`src/rtl/core_pkg.sv`:
```
// Shared types for the 11-bit-PC core: PC type, PC mux selects, reset vector
// and the interrupt controller state encoding.
package core_pkg;

  typedef logic [10:0] pc_t;

  typedef enum logic [1:0] {
    PC_SEL_NEXT   = 2'h0,
    PC_SEL_BRANCH = 2'h1,
    PC_SEL_JUMP   = 2'h2,
    PC_SEL_SAVE   = 2'h3
  } pc_sel_t;

  localparam pc_t RESET_VECTOR = 11'h000;

  typedef enum logic {
    IDLE   = 1'b0,
    ACTIVE = 1'b1
  } irq_state_t;

endpackage

```
`src/rtl/irq_priority_enc.sv`:
```
// Fixed-priority encoder: the lowest-numbered asserted request wins.
module irq_priority_enc #(
  parameter int NUM_IRQ = 4,
  parameter int ID_W    = (NUM_IRQ > 1) ? $clog2(NUM_IRQ) : 1
) (
  input  logic [NUM_IRQ-1:0] req,
  output logic [ID_W-1:0]    sel_id,
  output logic               req_any
);

  // Scan from the top down so the lowest set index is the last assignment.
  always_comb begin
    sel_id = '0;
    for (int i = NUM_IRQ - 1; i >= 0; i--) begin
      if (req[i]) sel_id = ID_W'(i);
    end
  end

  assign req_any = |req;

endmodule

```
`src/rtl/interrupt_vectored.sv`:
```
// Vectored interrupt controller between the PC mux and the PC register:
// fixed-priority, per-source vectors, edge/level sources and runtime enables.
module interrupt_vectored #(
  parameter int                NUM_IRQ       = 4,
  parameter int                PC_W          = 11,
  parameter logic [PC_W-1:0]    VECTOR_BASE   = 11'h004,
  parameter logic [PC_W-1:0]    VECTOR_STRIDE = 11'h002,
  parameter logic [NUM_IRQ-1:0] EDGE_MASK     = 4'b0011,
  parameter logic [NUM_IRQ-1:0] ENABLE_RESET  = 4'b1111,
  parameter logic [1:0]         PC_SEL_SAVE   = 2'h3,
  localparam int               ID_W          = (NUM_IRQ > 1) ? $clog2(NUM_IRQ) : 1
) (
  input  logic               clk,
  input  logic               reset_n,
  input  logic [NUM_IRQ-1:0] irq,
  input  logic               instr_valid,
  input  logic [1:0]         pc_mux_control,
  input  logic [PC_W-1:0]    pc_next,
  input  logic               en_we,
  input  logic [NUM_IRQ-1:0] en_wdata,
  output logic [PC_W-1:0]    pc_out,
  output logic [PC_W-1:0]    pc_save,
  output logic [ID_W-1:0]    active_id,
  output logic               in_isr,
  output logic [NUM_IRQ-1:0] enable
);

  import core_pkg::irq_state_t;
  import core_pkg::IDLE;
  import core_pkg::ACTIVE;
  import core_pkg::RESET_VECTOR;

  irq_state_t         state_q;
  logic [NUM_IRQ-1:0] irq_q;
  logic [NUM_IRQ-1:0] pending_q;
  logic [NUM_IRQ-1:0] pending_d;
  logic [NUM_IRQ-1:0] enable_q;
  logic [NUM_IRQ-1:0] req;
  logic [PC_W-1:0]    pc_save_q;
  logic [PC_W-1:0]    vec;
  logic [ID_W-1:0]    active_id_q;
  logic [ID_W-1:0]    sel_id;
  logic               in_isr_q;
  logic               req_any;
  logic               take;
  logic               rfi;

  // Edge sources request from their latched bit, level sources straight from the pin.
  assign req = ((EDGE_MASK & pending_q) | (~EDGE_MASK & irq)) & enable_q;

  irq_priority_enc #(
    .NUM_IRQ (NUM_IRQ),
    .ID_W    (ID_W)
  ) u_prio (
    .req     (req),
    .sel_id  (sel_id),
    .req_any (req_any)
  );

  assign vec  = VECTOR_BASE + PC_W'(sel_id) * VECTOR_STRIDE;
  assign take = (state_q == IDLE) && instr_valid && req_any;
  assign rfi  = (state_q == ACTIVE) && instr_valid && (pc_mux_control == PC_SEL_SAVE);

  // A fresh edge on the same cycle as the entry clear keeps the bit set.
  always_comb begin
    pending_d = pending_q;
    if (take && EDGE_MASK[sel_id]) pending_d[sel_id] = 1'b0;
    pending_d = pending_d | (irq & ~irq_q & EDGE_MASK);
  end

  assign pc_out    = (reset_n && take) ? vec : pc_next;
  assign pc_save   = pc_save_q;
  assign active_id = active_id_q;
  assign in_isr    = in_isr_q;
  assign enable    = enable_q;

  always_ff @(posedge clk) begin
    if (!reset_n) begin
      state_q     <= IDLE;
      irq_q       <= '0;
      pending_q   <= '0;
      enable_q    <= ENABLE_RESET;
      pc_save_q   <= PC_W'(RESET_VECTOR);
      active_id_q <= '0;
      in_isr_q    <= 1'b0;
    end else begin
      irq_q     <= irq;
      pending_q <= pending_d;
      if (en_we) enable_q <= en_wdata;
      case (state_q)
        IDLE: begin
          if (take) begin
            state_q     <= ACTIVE;
            pc_save_q   <= pc_next;
            active_id_q <= sel_id;
            in_isr_q    <= 1'b1;
          end
        end
        ACTIVE: begin
          if (rfi) begin
            state_q  <= IDLE;
            in_isr_q <= 1'b0;
          end
        end
        default: begin
          state_q  <= IDLE;
          in_isr_q <= 1'b0;
        end
      endcase
    end
  end

endmodule

```
`config.mk`:
```
export PLATFORM = sky130hd
export DESIGN_NAME = interrupt_vectored
export DESIGN_NICKNAME = d
export VERILOG_FILES = /design/src/rtl/core_pkg.sv /design/src/rtl/irq_priority_enc.sv /design/src/rtl/interrupt_vectored.sv
export SDC_FILE = /design/constraint.sdc
export NUM_CORES = 1
export LEC_CHECK = 0
export ABC_AREA = 1
export CORE_ASPECT_RATIO = 0.6
export CORE_MARGIN = 2
export CORE_UTILIZATION = 25
export CTS_CLUSTER_SIZE = 10
export DETAILED_ROUTE_END_ITERATION = 10
export GPL_TIMING_DRIVEN = 1
export HOLD_SLACK_MARGIN = 0.12
export PLACE_DENSITY = 0.57
export SLEW_MARGIN = 20
export SYNTH_ARGS = -nofsm -noshare
export SYNTH_HDL_FRONTEND = slang
export SYNTH_SLANG_ARGS = --single-unit
```
`constraint.sdc`:
```
create_clock -name clk -period 2.2 [get_ports clk]
set_clock_uncertainty 0.1 [all_clocks]
set_input_delay 0.44 -clock clk [delete_from_list [all_inputs] [get_ports clk]]
set_output_delay 0.44 -clock clk [all_outputs]
set_load 0.02 [all_outputs]
```
Yosys cells after proc, flatten, opt, wreduce, memory -nomap -nowiden
Cells that the tools add are included.
W data, S select, Z words.

operators by class
  mux-type cells = 16
  reduce and logical (&&, ||, !) cells = 10
  divide/modulo/power cells = 0
  multiply operators = 0
  add/sub/neg operators = 1
  shifts and indexed selects = 0
  bitwise logic cells = 8
  magnitude comparators = 2
  eq/ne operators = 3

operators with widths
  operator               count
  $mux W11               1
  $and A4 B4 Y4          2
  $mux W2                4
  $logic_and A1 B1 Y1    7
  $mux W1                6
  $add A3 B3 Y4 const A  1
  $mux W4                1
  $not A4 Y4             1
  $or A2 B4 Y4           1
  $or A4 B2 Y4           1
  $pmux W1 S2            2
  $reduce_and A2 Y1      2
  $reduce_or A4 Y1       1
  $lt A2 B3 Y1 const B   1
  $and A2 B2 Y2          1
  $bmux W1 S2            1
  $demux W1 S2           1
  $eq A2 B2 Y1 const B   1
  $ge A2 B1 Y1 const B   1
  $ne A2 B1 Y1 const B   1
  $ne A2 B2 Y1 const B   1
  $not A2 Y2             1
  $not A1 Y1             1

storage, ports and cells
  register bits = 25
  bits of input ports = 25
  memories = 0
  bits in latches = 0
  output and inout bits = 29
  logic and storage cells = 47
  bits in read-only memories = 0
  bits in writable memories = 0

Longest topological paths before layout
  depth after elaboration = 14
  gate-level depth with buffers = 8
  depth with buffers taken out = 7

By module
Synthesis repeated with hierarchy kept, for this count alone.

unflattened totals
  cells, all modules = 146
  area, all modules = 1016.0 um^2

modules (own cells, without submodules)
  module              seq. area each (um^2)  cells an instance  instances  area each (um^2)
  interrupt_vectored  460.4                  137                1          969.7
  irq_priority_enc    0.0                    9                  1          46.3

Least setup slack after synthesis
Ideal clock, no wire load.

  path type = in2out
  from = input irq[3]
  to = output pc_out[0]
  stages = 6
  setup slack = 0.285 ns
  data required time = 1.660 ns
  arrival = 1.375 ns
  path buffers = 1
  cells stage by stage = nand2_1 nand2_1 nand2_2 nand2_4 buf_6 a21boi_0

between the ends
  word-level cells in the longest chain between the ends = 6

ends and longest elaborated chain
  element              line                      text
  start, declared      interrupt_vectored.sv:15  input logic [NUM_IRQ-1:0] irq,
  $or A2 B4 Y4         interrupt_vectored.sv:49  assign req = ((EDGE_MASK & pending_q) | (~EDGE_MASK & irq)) & enable_q;
  $and A4 B4 Y4        interrupt_vectored.sv:49
  $reduce_or A4 Y1     irq_priority_enc.sv:19    assign req_any = |req;
  $logic_and A1 B1 Y1  interrupt_vectored.sv:61  assign take = (state_q == IDLE) && instr_valid && req_any;
  $logic_and A1 B1 Y1  interrupt_vectored.sv:71  assign pc_out = (reset_n && take) ? vec : pc_next;
  $mux W11             interrupt_vectored.sv:71
  end, declared        interrupt_vectored.sv:21  output logic [PC_W-1:0] pc_out,

Every way passes these cells.

Worst setup path after layout
  from = input irq[2]
  to = output pc_out[6]

Same word-level chain as after synthesis.

==> qor.yml <==
power_and_ir_drop:
  power_density_of_the_placed_cells_nw_per_um2: 662.9
  cellInternalPower_w: 0.0008011
  power_switching_w: 0.0003709
  clkPwrFrac_pct: 22.2
  seqPwrFrac_pct: 41.4
  p_leak_nw: 0.8387
  p_sw_share_pct: 31.65
  comb_power_share_pct: 36.4
  vdd.ir_drop.worst_mv: 0.2769
worst_setup_path:
  crit_reg_reg_startpoint: "enable[1]$_SDFFE_PN1P_"
  cp.buffers_inverters: 3
  worstPathCellList: "clkdlybuf4s50_1, nand2_2, nand2_2, nand2_2, nand2_4, buf_12, a21boi_2, buf_4"
  worst_r2r_path_depth: 10
  cell_at_the_slowest_stage_of_the_critical_path: "sky130_fd_sc_hd__clkdlybuf4s50_1"
  critical_path_launch_point_type: "primary input"
  path_delay_family: "buffers and inverters"
  crit_start: "irq[2]"
  required_ps: 1660
  crit_path_max_fanout: 12
  setup.worst_path.end_class: "output pin"
  worstPathArrival_ps: 1580
  critPathMaxStageDelay_ps: 480
  crit_top_cell: "sky130_fd_sc_hd__nand2_2"
  worst-setup-path-type: "in2out"
  critical_path_depth: 8
  reg2reg_setup_slack_ps: 470
cells_and_area:
  stdcell_count: 247
  insertedDiodeCount: 0
  drive_above_1_share_pct: 29.00
  finalInstanceArea_um2: 1768
  num-nets-final: 226
  area.sequential_um2: 460.4
  area.growth.synth_to_final_pct: 75.31
  multiInputGateArea_um2: 519.2
  fillCellCount: 369
placed_design:
  post-dp-hpwl_um: 2196
  place.gp.congestion: 0.6838
  placed_area_um2: 1664
  place.detailed.instances: 238
  port_buffers: 53
yosys:
  post_synth_inst_count: 131
  synth.net_count: 156
  synth_cell_types: 17
  synth_largest_type_area_fraction_pct: 45.66
  ys_ff_latch: 23
  yosys_most_used_dff: "sky130_fd_sc_hd__dfxtp_1"
  post_synth_main_area_contributors: "sky130_fd_sc_hd__dfxtp_1 (46%), sky130_fd_sc_hd__nand2_1 (17%), sky130_fd_sc_hd__nand3_1 (10%)"
  synth_area_um2: 1008
  synth-async-reset-ratio_pct: 0
  synth.most_common_cell: "sky130_fd_sc_hd__nand2_1"
  synth_edf_count: 0
  syn-mean-instance-area_um2: 7.698
  synth.yosys.seq_area_share_pct: 45.66
  yosys-top-cells-count: "sky130_fd_sc_hd__nand2_1 (45), sky130_fd_sc_hd__dfxtp_1 (23), sky130_fd_sc_hd__nand3_1 (21)"
  post-synth-top-area-cell: "sky130_fd_sc_hd__dfxtp_1"
  yosys_warnings: 0
hold_path:
  hold_class: "reg2reg"
  worst_hold_path.num_cells: 1
  hp-start: "irq_q[1]$_SDFF_PN0_"
floorplanning:
  die_h_um: 53.20
  core-area_um2: 3765
  io_pins: 54
  area_of_the_die_um2: 4575
  rows: 17
  chipWidth_um: 86.00
  start_util_pct: 26.79
sta:
  timing.slew.headroom_pct: 75.82
  slew_violations: 0
  worst_slew_pin_slew_ps: 361.8
  finalWorstPathRequiredPeriod_ps: 2117
  maxClockFrequency_ghz: 0.4723
  timing.final.crit_share_pct: 96.25
  finalSetupViolCount: 0
  setup_repair_after_global_routing_missed_its_margin: "false"
  hold_viol_final: 0
clocking:
  clkSinkCount: 23
  htree_levels: 1
  clk_latency_ps: 260
  tritoncts.num_buffers: 3
  clock_tree.root_cell: "sky130_fd_sc_hd__clkbuf_8"
  cts.reportedPaths.clkPinSlew_ps: 80
  cts_hold_buf: 0
  cts.path.max_buffers: 2
  tritoncts: "built"
global_routing:
  antenna_found_initial: 0
  global_route.usage.total_pct: 13.35
  grt_overflow_total: 0
  grtUsageMet3_pct: 5.616
  grtUsageMet1_pct: 14.35
  grt_use_met2_pct: 24.03
  grt_pass1_vias: 1066
  largest_net_degree_at_the_start_of_global_routing: 18
  grt_first_pass_wirelength_um: 4657
  busiest_layer: "met2"
detailed_routing:
  route.detailed.wl_per_inst_um: 11.56
  remaining_drc_errors: 0
  vias: 1057
  route.antenna.remaining_nets: 0
  final_routed_wirelength_across_all_metal_layers_um: 2856
  drt_pre_antenna_iters: 4
  detailed_route_vias_per_instance: 4.279
  dr.first_iter.drc_count: 21
job:
  total_of_max_cap_violations: 0
outcome:
  outcome: "finished clean"
==> power groups by stage <==
stage                     Combinational (W)  Clock (W)  Sequential [W]
after CTS                          0.000400   0.000275        0.000486
after global routing               0.000459   0.000288        0.000491
after global placement             0.000394          0        0.000492
final                              0.000426   0.000261        0.000485
after floorplan                    0.000158          0        0.000533
after detailed placement           0.000400          0        0.000495
==> cells by family after synthesis <==
kind of cell | Yosys count | share of synthesized area (%)
compound gates | 12 | 7.941
simple gates | 83 | 39.08
flops | 23 | 45.66
buf+inv | 13 | 7.320
==> sequential cells by signal, indices dropped and copies added, names as in the netlist <==
name,count
pc_save,11
enable,4
active_id,2
irq_q,2
pending_q,2
in_isr,1
state_q,1
==> what timing repair did <==
item / 4_1_cts / 5_1_grt
endpoints found under the setup margin: 11 / 10
buffers inserted: 5 / 0
pin swaps: 4 / 2
resized for setup: 57 / 28
==> cells in the final DEF (no fill, tap or decap) <==
cell / count
sky130_fd_sc_hd__a21boi_4: 1
sky130_fd_sc_hd__nand2_1: 42
sky130_fd_sc_hd__clkbuf_1: 1
sky130_fd_sc_hd__nand3_1: 21
sky130_fd_sc_hd__dfxtp_1: 23
sky130_fd_sc_hd__dlymetal6s2s_1: 1
sky130_fd_sc_hd__nand2_2: 13
sky130_fd_sc_hd__nand3b_1: 1
sky130_fd_sc_hd__o21ai_0: 2
sky130_fd_sc_hd__buf_6: 2
sky130_fd_sc_hd__dlygate4sd2_1: 1
sky130_fd_sc_hd__nor2_4: 2
sky130_fd_sc_hd__buf_12: 1
sky130_fd_sc_hd__a21oi_1: 2
sky130_fd_sc_hd__nand4_1: 2
sky130_fd_sc_hd__buf_4: 25
sky130_fd_sc_hd__inv_1: 5
sky130_fd_sc_hd__clkdlybuf4s50_1: 40
sky130_fd_sc_hd__inv_2: 1
sky130_fd_sc_hd__a21boi_2: 7
sky130_fd_sc_hd__nand2_4: 1
sky130_fd_sc_hd__nor2_1: 1
sky130_fd_sc_hd__clkbuf_8: 3
sky130_fd_sc_hd__buf_2: 2
==> final cells by class <==
type | instances | area share (%)
Inverter | 6 | 1.274
Multi-Input combinational cell | 95 | 29.37
Tap cell | 47 | 3.326
Timing Repair Buffer | 72 | 37.44
Clock buffer | 4 | 2.548
Sequential cell | 23 | 26.04
==> metrics by stage <==
stage	worst slack [ps]	utilization (%)	setup TNS, ps	hold slack, ps	power (W)
6_report	82.61	46.96	0	315.3	0.001172
5_1_grt	17.61	46.96	0	329.1	0.001238
2_1_floorplan	285.4	-	0	298.8	0.0006913
3_3_place_gp	-437.9	44.20	-4569	300.8	0.0008866
4_1_cts	1.961	44.97	0	320.3	0.001161
3_5_place_dp	-481.4	44.20	-4854	308.6	0.0008946
==> per-layer routing <==
layer | share of wire, % | vias to the layer above
li1 | - | 556
met1 | 44 | 463
met2 | 48 | 34
met3 | 7.5 | 4
met4 | 0.70 | 0
met5 | 0 | -
==> worst register-to-register path: cells and delay by family, from the launching register on <==
| family | cells | cell delay [ps] |
|---|---|---|
| AND/OR/NAND/NOR | 7 | 810 |
| buffers and inverters | 3 | 430 |
| flip-flops | 1 | 330 |
==> path summary, 6_finish.rpt <==
path / to
max: pc_out[6]
min: pending_q[1]$_SDFF_PN0_
min reg2reg: pending_q[1]$_SDFF_PN0_
max reg2reg: pc_save[5]$_SDFFE_PN0P_
(Power assumes the default switching activity.)
